File: src/rtl/abc_pair_counter_if.sv
`default_nettype none
// ============================================================================
//  Module      : abc_pair_counter_if
//  Description : Converter-side handshake and result bus of abc_pair_counter.
//                  x   [7:0] converter sample, valid while eoc=1 after soc fell
//                  eoc       end of conversion (0 = busy, 1 = done)
//                  soc       start-of-conversion request to the converter
//                  out [2:0] count of 2'b00 fields in the last sample (7 = none)
//                The sampler drives soc/out (master); the converter side and
//                result consumer drive x/eoc and read soc/out (slave).
//  Revision    : 1.0  initial release
// ============================================================================
interface abc_pair_counter_if;
    logic [7:0] x;
    logic       eoc;
    logic       soc;
    logic [2:0] out;

    modport master (
        input  x,
        input  eoc,
        output soc,
        output out
    );

    modport slave (
        output x,
        output eoc,
        input  soc,
        input  out
    );
endinterface
`default_nettype wire

File: src/rtl/abc_pair_counter.sv
`default_nettype none
// ============================================================================
//  Module      : abc_pair_counter
//  Description : Periodic A/D sampler. Runs a soc/eoc handshake with an
//                external converter, counts the 2-bit fields of the returned
//                8-bit sample that equal 2'b00 (0..4), and publishes that
//                count on bus.out exactly once every PERIOD clocks.
//  Ports       : clock  - system clock, rising edge
//                reset_ - synchronous, active-high reset
//                bus    - abc_pair_counter_if.master (x, eoc in; soc, out out)
//  Revision    : 1.0  initial release
// ============================================================================
module abc_pair_counter #(
    parameter int PERIOD = 20
) (
    input  wire                         clock,
    input  wire                         reset_,
    abc_pair_counter_if.master          bus
);

    // ------------------------------------------------------------------------
    // Constants
    // ------------------------------------------------------------------------
    localparam int          c_TIMER_W = 5;
    localparam logic [c_TIMER_W-1:0] c_LAST = c_TIMER_W'(PERIOD - 1);
    localparam logic [2:0]  c_NO_RESULT = 3'b111;

    localparam logic [1:0]  c_IDLE = 2'd0;
    localparam logic [1:0]  c_REQ  = 2'd1;
    localparam logic [1:0]  c_ACK  = 2'd2;
    localparam logic [1:0]  c_HOLD = 2'd3;

    // ------------------------------------------------------------------------
    // State
    // ------------------------------------------------------------------------
    logic [1:0]             r_state;
    logic [c_TIMER_W-1:0]   r_timer;
    logic [2:0]             r_res;
    logic [2:0]             r_out;
    logic                   r_soc;

    logic [1:0]             w_state_nxt;
    logic [c_TIMER_W-1:0]   w_timer_nxt;
    logic [2:0]             w_count;
    logic                   w_timer_done;
    logic                   w_capture;
    logic                   w_update;

    // ------------------------------------------------------------------------
    // Number of 2'b00 fields in the current converter word
    // ------------------------------------------------------------------------
    always_comb begin
        w_count = 3'd0;
        for (int i = 0; i < 4; i++) begin
            if (bus.x[2*i +: 2] == 2'b00) begin
                w_count = w_count + 3'd1;
            end
        end
    end

    // ------------------------------------------------------------------------
    // Control decode
    // ------------------------------------------------------------------------
    // The timer saturates at PERIOD-1 while a late handshake is pending, so
    // w_timer_done also marks "result is overdue".
    assign w_timer_done = (r_timer == c_LAST);
    assign w_capture    = (r_state == c_ACK) && bus.eoc;

    // Normal publish from HOLD, or an overdue result published directly on
    // the edge that would otherwise have entered HOLD.
    assign w_update = ((r_state == c_HOLD) && w_timer_done) ||
                      (w_capture && w_timer_done);

    always_comb begin
        w_state_nxt = r_state;
        case (r_state)
            c_IDLE: w_state_nxt = c_REQ;
            c_REQ:  if (!bus.eoc) w_state_nxt = c_ACK;
            c_ACK:  if (bus.eoc)  w_state_nxt = w_timer_done ? c_REQ : c_HOLD;
            c_HOLD: if (w_timer_done) w_state_nxt = c_REQ;
            default: w_state_nxt = c_IDLE;
        endcase
    end

    always_comb begin
        w_timer_nxt = r_timer;
        if (w_update) begin
            w_timer_nxt = '0;
        end else if (!w_timer_done) begin
            w_timer_nxt = r_timer + c_TIMER_W'(1);
        end
    end

    // ------------------------------------------------------------------------
    // Registers
    // ------------------------------------------------------------------------
    always_ff @(posedge clock) begin
        if (reset_) begin
            r_state <= c_IDLE;
            r_timer <= '0;
            r_res   <= 3'd0;
            r_out   <= c_NO_RESULT;
            r_soc   <= 1'b0;
        end else begin
            r_state <= w_state_nxt;
            r_timer <= w_timer_nxt;
            // soc is a registered decode of the state being entered
            r_soc   <= (w_state_nxt == c_REQ);
            if (w_capture) begin
                r_res <= w_count;
            end
            if (w_update) begin
                r_out <= (r_state == c_HOLD) ? r_res : w_count;
            end
        end
    end

    assign bus.soc = r_soc;
    assign bus.out = r_out;

endmodule
`default_nettype wire

File: src/flat_wrapper.sv
// flat-port wrapper written by rule: the top's interface ports become plain ports
module abc_pair_counter_flat 
#(
    parameter int PERIOD = 20
)
  (clock, reset_, bus_x, bus_eoc, bus_soc, bus_out);
  abc_pair_counter_if bus_i ();
  input  wire clock;
  input  wire reset_;
  input wire logic [$bits(bus_i.x)-1:0] bus_x;
  input wire logic [$bits(bus_i.eoc)-1:0] bus_eoc;
  output wire logic [$bits(bus_i.soc)-1:0] bus_soc;
  output wire logic [$bits(bus_i.out)-1:0] bus_out;
  assign bus_i.x = bus_x;
  assign bus_i.eoc = bus_eoc;
  assign bus_soc = bus_i.soc;
  assign bus_out = bus_i.out;
  abc_pair_counter #(.PERIOD(PERIOD)) u_core (.clock(clock), .reset_(reset_), .bus(bus_i));
endmodule
File: config.mk
export PLATFORM = sky130hd
export DESIGN_NAME = abc_pair_counter_flat
export DESIGN_NICKNAME = d
export VERILOG_FILES = /design/src/rtl/abc_pair_counter_if.sv /design/src/rtl/abc_pair_counter.sv /design/src/flat_wrapper.sv
export SDC_FILE = /design/constraint.sdc
export NUM_CORES = 1
export LEC_CHECK = 0
export ABC_CLOCK_PERIOD_IN_PS = 2300
export BUFFER_PORTS_ARGS = -buffer_cell sky130_fd_sc_hd__buf_2
export CAP_MARGIN = 20
export CORE_MARGIN = 3
export CORE_UTILIZATION = 29
export CTS_CLUSTER_DIAMETER = 120
export DETAILED_ROUTE_END_ITERATION = 16
export GPL_TIMING_DRIVEN = 0
export PLACE_DENSITY = 0.45
export RECOVER_POWER = 100
export SLEW_MARGIN = 20
export SYNTH_ARGS = -nofsm -noshare
export SYNTH_HDL_FRONTEND = slang
export SYNTH_SLANG_ARGS = --single-unit
File: constraint.sdc
create_clock -name clock -period 2.3 [get_ports clock]
set_clock_uncertainty 0.1 [all_clocks]
set_input_delay 0 -clock clock [delete_from_list [all_inputs] [get_ports clock]]
set_output_delay 0 -clock clock [all_outputs]
set_load 0.05 [all_outputs]
# After elaboration in Yosys (flattened, before gate mapping)

Cells that the tools add are included.

Flip-flop bits (word level): 14
Word-level logic and storage cells: 34
Output and inout bits: 4
Bits of input ports: 11

Mux-type cells: 10
Eq/ne operators: 5
Reduce and logical (&&, ||, !) cells: 10
Add/subtract/negate cells: 4

Operators with widths:

| operator                                                        | count |
|---|---|
| 3-bit 2-to-1 mux                                                | 4 |
| 2-bit zero test                                                 | 5 |
| 2-bit 2-to-1 mux                                                | 4 |
| 2-bit case mux with 4 select lines                              | 1 |
| 3-bit by 1-bit adder with 3-bit output, second input constant   | 2 |
| 5-bit by 1-bit adder with 5-bit output, second input constant   | 1 |
| 5-bit == test, second input constant                            | 1 |
| 2-bit by 1-bit == test with 1-bit output, second input constant | 2 |
| 2-bit == test, second input constant                            | 2 |
| 1-bit logical AND                                               | 3 |
| 1-bit by 1-bit adder with 2-bit output, second input constant   | 1 |
| 2-bit OR reduction                                              | 1 |
| 1-bit logical OR                                                | 1 |
| 1-bit 2-to-1 mux                                                | 1 |

# Logic depth before layout (Yosys ltp)

Gate-level depths: netlist of run 1.

Word-level depth: 9
Depth in mapped cells: 10
Mapped depth without buffers: 10

# Worst setup path after synthesis of run 1

OpenSTA, ideal clock, no wires.

Path type: input-to-reg
Start point: input bus_x[1]
End point: register u_core.r_out[2], in the netlist u_core.bus.out[2]
Stages on the path: 9
Slack: 0.329 ns
Arrival: 1.751 ns
Data required time: 2.080 ns
Cells stage by stage: or2_2 ha_1 or3_1 nand2_1 ha_1 nor3b_1 xnor2_1 a211oi_1 a211o_1

Longest elaborated chain between the ends: 9

RTL lines:

| item                                   | RTL line                | RTL |
|---|---|---|
| start, declared                        | flat_wrapper.sv:10      | `input wire logic [$bits(bus_i.x)-1:0] bus_x;` |
| 2-bit zero test (*)                    | abc_pair_counter.sv:55  | `if (bus.x[2*i +: 2] == 2'b00) begin` |
| 1-bit 2-to-1 mux (*)                   | abc_pair_counter.sv:55  |  |
| 1-bit by 1-bit adder with 2-bit output | abc_pair_counter.sv:56  | `w_count = w_count + 3'd1;` |
| 3-bit 2-to-1 mux (*)                   | abc_pair_counter.sv:55  |  |
| 3-bit by 1-bit adder with 3-bit output | abc_pair_counter.sv:56  |  |
| 3-bit 2-to-1 mux (*)                   | abc_pair_counter.sv:55  |  |
| 3-bit by 1-bit adder with 3-bit output | abc_pair_counter.sv:56  |  |
| 3-bit 2-to-1 mux (*)                   | abc_pair_counter.sv:55  |  |
| 3-bit 2-to-1 mux (*)                   | abc_pair_counter.sv:113 | `r_out <= (r_state == c_HOLD) ? r_res : w_count;` |
| end signal, assigned                   | abc_pair_counter.sv:102 | `r_out <= c_NO_RESULT;` |
| end signal, assigned                   | abc_pair_counter.sv:113 |  |
| end, declared                          | abc_pair_counter.sv:39  | `logic [2:0] r_out;` |

Mark *: on every way between the ends. The rest lies on a longest branch, timed or not.
A chain may end at the register's enable or synchronous reset.

# Final worst setup path of run 1

Ends and elaborated chain as after synthesis.

==> results of run 1 <==
[worst max-delay path, cell delays in order]
cell	delay [ns]
buf_2	0.09
or2_2	0.30
ha_1	0.19
or3_1	0.39
nand2_1	0.08
ha_1	0.13
nor3b_1	0.22
xnor2_1	0.17
a211oi_1	0.10
a211o_1	0.27
[per-layer routing]
layer | GRT usage | up-vias | share of wire
met2 | 0.165 | 6 | 0.49
li1 | - | 341 | -
met3 | 0.0468 | 0 | 0.045
met5 | 0 | - | 0
met4 | 0.00993 | 0 | 0
met1 | 0.124 | 279 | 0.46
[cells in the final DEF (no fill, tap or decap), types with 2 or more instances in the layout]
master	synthesis	layout
ha_1	4	4
xor2_1	4	4
or3_1	2	2
clkbuf_4	0	3
a31oi_1	2	2
clkbuf_1	1	6
inv_1	2	2
o21ai_0	2	2
nand4_1	2	2
buf_2	1	10
or2_2	2	2
dfxtp_1	14	14
or2_0	1	2
xnor2_1	3	3
dlygate4sd3_1	0	3
nand2_1	6	6
nand3_1	3	3
a211oi_1	2	2
nor3b_1	2	2
nor3_1	6	6
nor2_1	8	8
a21oi_1	2	2
[final timing paths]
check	from	end	slack (ns)
worst max register to register	u_core.r_timer[0]	u_core.bus.soc	0.45
worst min-delay path	bus_x[6]	u_core.r_res[1]	0.04
worst min register to register	u_core.r_res[1]	u_core.r_res[1]	0.36
worst max-delay path	bus_x[1]	u_core.bus.out[2]	0.44
[power by group]
| part | internal, mW | total (mW) | leakage, nW | switching (mW) |
|---|---|---|---|---|
| logic | 0.0445 | 0.0949 | 0.250 | 0.0503 |
| clock network | 0.0963 | 0.175 | 0.0210 | 0.0791 |
| registers | 0.254 | 0.259 | 0.115 | 0.00559 |
[sequential cells by signal (all words and copies together), names as in the netlist]
name and flops:
u_core.bus.soc 1, u_core.r_res 3, u_core.bus.out 3, u_core.r_state 2
u_core.r_timer 5
[cell usage after synthesis, drive strengths merged (2+ instances only)]
master	instances	area, um^2
nand2	6	22.5
o211ai	2	20.0
buf	3	23.8
dfxtp	14	280
nand3	3	15.0
xor2	4	35.0
or3	2	12.5
ha	4	50.1
nor3	6	30.0
nor3b	2	15.0
and4bb	2	25.0
nand4	2	12.5
a31oi	2	12.5
o21ai	2	10.0
or2	4	25.0
inv	2	7.51
nor2	9	36.3
a21oi	3	18.8
a211oi	2	15.0
xnor2	3	26.3
[cell type report]
| class | count | area share |
|---|---|---|
| multi-input combinational | 65 | 0.489 |
| sequential | 14 | 0.296 |
| timing repair buffer | 17 | 0.0992 |
| tap | 30 | 0.0397 |
| clock buffer | 4 | 0.0384 |
| buffer | 4 | 0.0291 |
| inverter | 2 | 0.00794 |
[metrics by stage]
stage,utilization,hold WS [ns]
final,0.375,0.0366
after global routing,0.375,0.0581
after CTS,0.377,0.0314
after detailed placement,0.351,0.170
after global placement,0.351,0.167
after floorplan,-,-0.0207
[timing repair]
action                                 4_1_cts  5_1_grt
resized for setup                            0        0
endpoints found under the hold margin        6        0
hold buffers                                 3        0
[logic make-up (layout without fill, tap and decap cells)]
kind of cell	Yosys count	after routing	share of synthesized area
AND/OR/NAND/NOR	39	39	0.277
flip-flops	14	14	0.360
AO/OA/AOI/OAI	13	13	0.133
XOR/XNOR	8	8	0.108
buffers and inverters	6	27	0.0450
adder cells (fa/ha/maj)	4	4	0.0643
multiplexers	1	1	0.0129
==> qor.csv, run 1 <==
stage;metric;value;unit
run_status;status;completed;
sta;fin_ws;0.441;ns
logic_synthesis;async_flop_share;0;
placed_design;place_ws;0.116;ns
logic_synthesis;synth_cell_types;36;
final_layout;final_cells;136;
global_route;antenna_found_initial;0;
die;die_h;57.8;um
clocking;clkLatencyLatePin;0.28;ns
final_layout;area_growth;21.5;%
global_route;overflow;0;
final_layout;regArea;280;um^2
die;row_count;18;
logic_synthesis;syn_area_per_cell;9.16;um^2
final_layout;fillers;281;
final_layout;drive_gt1_frac;0.217;
logic_synthesis;yosysSeqAreaShare;0.360;
final_layout;antennaDiodeCount;0;
sta;setup_viol;0;
sta;max_slew_margin;0.606;
global_route;grt_pass1_wl;2.58;mm
placed_design;io_buffers;14;
die;die-area;0.00334;mm^2
worst_setup_path;worstSetupStartpointType;input port;
worst_setup_path;worstPathArrival;1.93;ns
worst_setup_path;crit_path_end_kind;flip-flop;
drt;via_per_inst;4.60;
sta;fin_tns_setup;0;ns
logic_synthesis;synth_warnings;0;
sta;rsz0062_at_grt;false;
drt;ant_nets;0;
sta;slew_viol_final;0;
worst_setup_path;crit_required;2.38;ns
placed_design;place_area;886;um^2
pwr;totalPowerFinal;0.529;mW
clocking;cts_made_buffers;3;
clocking;htree_levels;1;
sta;hold_violations;0;
placed_design;place_congestion;0.695;
logic_synthesis;ys.flop_type;dfxtp_1;
clocking;clk_pin_slew_worst_paths;0.08;ns
logic_synthesis;syn_area;778;um^2
min_path;hold_class;in2reg;
drt;drc;0;
worst_setup_path;cp_max_fo;2;
pwr;p_per_area;560;mW/mm^2
clocking;cts_buffer_depth;2;
global_route;grt_pass1_vias;615;
global_route;grt_max_degree;11;
pwr;vdd_drop_max;0.412;mV
clocking;clock-root-buffer;clkbuf_4;
placed_design;placedCellCount;129;
clocking;cts_setup_buffers;0;
logic_synthesis;synth-seq-cells;14;
logic_synthesis;syn_nets;100;
global_route;grt_use_total;0.100;
placed_design;dpl.hpwl;1.16;mm
logic_synthesis;synthCells;85;
logic_synthesis;synth_edf_count;0;
worst_setup_path;r2r_cells;6;
min_path;min_path_cells;4;
pwr;p_leak;0.385;nW
sta;fin_crit;1.86;ns
worst_setup_path;crit_type;in2reg;
sta;post-route-period-util;0.808;
drt;first_iter_violations;11;
clocking;cts_sinks;14;
final_layout;final_cell_area;946;um^2
clocking;cts_tree;done;
drt;dr.pass1.iters;4;
drt;routedWlPerCell;10.9;um
final_layout;final_net_count;122;
sta;tightest_slew;0.593;ns
flow_run;cap_violations;0;
sta;fmax;538;MHz
die;ioPinCount;15;
drt;vias;626;
die;coreArea;0.00252;mm^2
die;die_w;57.8;um
die;start_util;0.309;
drt;drt_wl_total;1.48;mm
final_layout;multi_input_area;463;um^2
No activity file was read; power rests on OpenSTA's default activity.
==> run 2, diff against run 1 <==
- ABC_CLOCK_PERIOD_IN_PS: 2300 -> 1900
- clock period: 2.3 -> 1.9 ns (I/O delays scaled with it)
==> run 2 against run 1 <==
Compared with the run above:
- setup slack worse by 0.34 ns
- critical path type unchanged
- via count up 2.1%
- hold slack worse by 0.012 ns
- die area unchanged
- combinational power up 19%
- sequential share of layout area up 0.34 points
- non-clock buffer count unchanged
- register-to-register slack worse by 0.35 ns
- global-route usage up 0.64 points
- largest cell class unchanged
==> qor.csv, run 2 (synthesis results as in run 1) <==
stage;metric;value;unit
drt;routedWlPerCell;10.8;um
worst_setup_path;crit_required;1.98;ns
final_layout;area_growth;21.2;%
drt;via_per_inst;4.70;
final_layout;post-route-util;0.374;
placed_design;dpl.hpwl;1.14;mm
pwr;p_leak;0.383;nW
drt;dr.pass1.iters;2;
run_status;status;completed;
final_layout;final_cell_mix;dfxtp_1, buf_2, nor2_1;
sta;tightest_slew;0.590;ns
global_route;overflow;0;
drt;drc;0;
sta;whs;0.0250;ns
final_layout;drive_gt1_frac;0.245;
flow_run;cap_violations;0;
sta;fin_ws;0.0966;ns
clocking;cts_buffer_depth;2;
placed_design;place_congestion;0.707;
sta;hold_violations;0;
pwr;swShare;0.255;
placed_design;place_ws;-0.157;ns
min_path;hold_class;in2reg;
final_layout;largest_reg_flops;5;
clocking;cts_tree;done;
clocking;htree_levels;1;
drt;vias;639;
final_layout;final_net_count;122;
pwr;comb_power_share;0.177;
min_path;min_to;u_core.r_res[1];
die;die-area;0.00334;mm^2
die;die_w;57.8;um
worst_setup_path;timing.rr.end;u_core.bus.soc;
clocking;clk_pin_slew_worst_paths;0.08;ns
sta;fmax;555;MHz
final_layout;final_common_cell;dfxtp_1;
sta;fin_crit;1.80;ns
clocking;cts_setup_buffers;0;
die;coreArea;0.00252;mm^2
worst_setup_path;reg2reg_from;u_core.r_timer[0];
final_layout;final_cells;136;
clocking;cts_made_buffers;3;
clocking;cts_sinks;14;
drt;ant_nets;0;
clocking;clock-root-buffer;clkbuf_4;
pwr;p_per_area;681;mW/mm^2
min_path;min_path_cells;4;
pwr;seqPwrFrac;0.490;
pwr;internal_power;0.479;mW
worst_setup_path;crit_type;in2reg;
sta;max_slew_margin;0.608;
drt;drt_wl_total;1.47;mm
sta;setup_viol;0;
drt;first_iter_violations;13;
global_route;grt_pass1_vias;654;
final_layout;final_cell_area;943;um^2
final_layout;antennaDiodeCount;0;
die;die_h;57.8;um
pwr;vdd_drop_max;0.395;mV
worst_setup_path;worstPathArrival;1.88;ns
worst_setup_path;crit_path_end_kind;flip-flop;
global_route;antenna_found_initial;0;
die;start_util;0.309;
sta;slew_viol_final;0;
worst_setup_path;cp_max_fo;2;
die;ioPinCount;15;
placed_design;placedCellCount;129;
placed_design;io_buffers;14;
global_route;grt_use_total;0.107;
worst_setup_path;reg2reg_slack;0.1;ns
pwr;totalPowerFinal;0.643;mW
final_layout;largest-register;u_core.r_timer;
min_path;hp-start;bus_x[6];
worst_setup_path;worstSetupStartpointType;input port;
global_route;grt_pass1_wl;2.68;mm
worst_setup_path;r2r_cells;6;
sta;rsz0062_at_grt;false;
placed_design;place_area;891;um^2
clocking;clkLatencyLatePin;0.28;ns
sta;fin_tns_setup;0;ns
die;row_count;18;
global_route;grt_max_degree;11;
pwr;power_switching;0.164;mW
pwr;clockPowerShare;0.333;
sta;post-route-period-util;0.949;
==> run 2: power groups by stage <==
stage	Clock, mW	Sequential (mW)	Combinational, mW
floorplan	0	0.328	0.0718
finish	0.214	0.315	0.113
detailed placement	0	0.321	0.111
global route	0.244	0.318	0.130
global placement	0	0.321	0.109
CTS	0.232	0.314	0.118
==> run 2: how the worst max path moves through the flow <==
| stage | to | from | slack [ns] | cells past startpoint |
|---|---|---|---|---|
| 2_1_floorplan | u_core.bus.out[2] | bus_x[1] | 0.05 | 9 |
| 3_3_place_gp | u_core.bus.out[2] | bus_x[1] | -0.14 | 10 |
| 3_5_place_dp | u_core.bus.out[2] | bus_x[1] | -0.16 | 10 |
| 4_1_cts | u_core.bus.soc | u_core.r_timer[0] | 0.05 | 6 |
| 5_1_grt | u_core.bus.out[2] | bus_x[1] | 0.002 | 10 |
| 6_report | u_core.bus.out[2] | bus_x[1] | 0.1 | 10 |
==> run 2: critical path: stages <==
cell and delay [ns]:
buf_2 0.09, or2_2 0.29, ha_1 0.19, or3_1 0.33, nand2_1 0.08, ha_1 0.13, nor3b_1 0.22, xnor2_1 0.17
a211oi_1 0.10, a211o_1 0.26
==> run 2: final cells by class <==
class                   count  area (um^2)
fillers                   273         1580
repair buffers             17         93.8
inverters                   2         7.51
multi-input cells          65          458
well taps                  30         37.5
flip-flops and latches     14          283
clock buffers               4         36.3
plain buffers               4         27.5
==> run 2: routing by layer <==
metal / GRT usage / up-vias / wire (um)
met5: 0 / - / 0
met4: 0.0397 / 0 / 9
met3: 0.0401 / 2 / 47
met2: 0.181 / 5 / 726
met1: 0.121 / 291 / 688
li1: - / 341 / -
==> run 2: repair_timing <==
item / CTS / global route
gates resized for setup: 0 / 3
hold buffers: 3 / 0
endpoints found under the hold margin: 6 / 0
setup endpoints to repair: 0 / 1
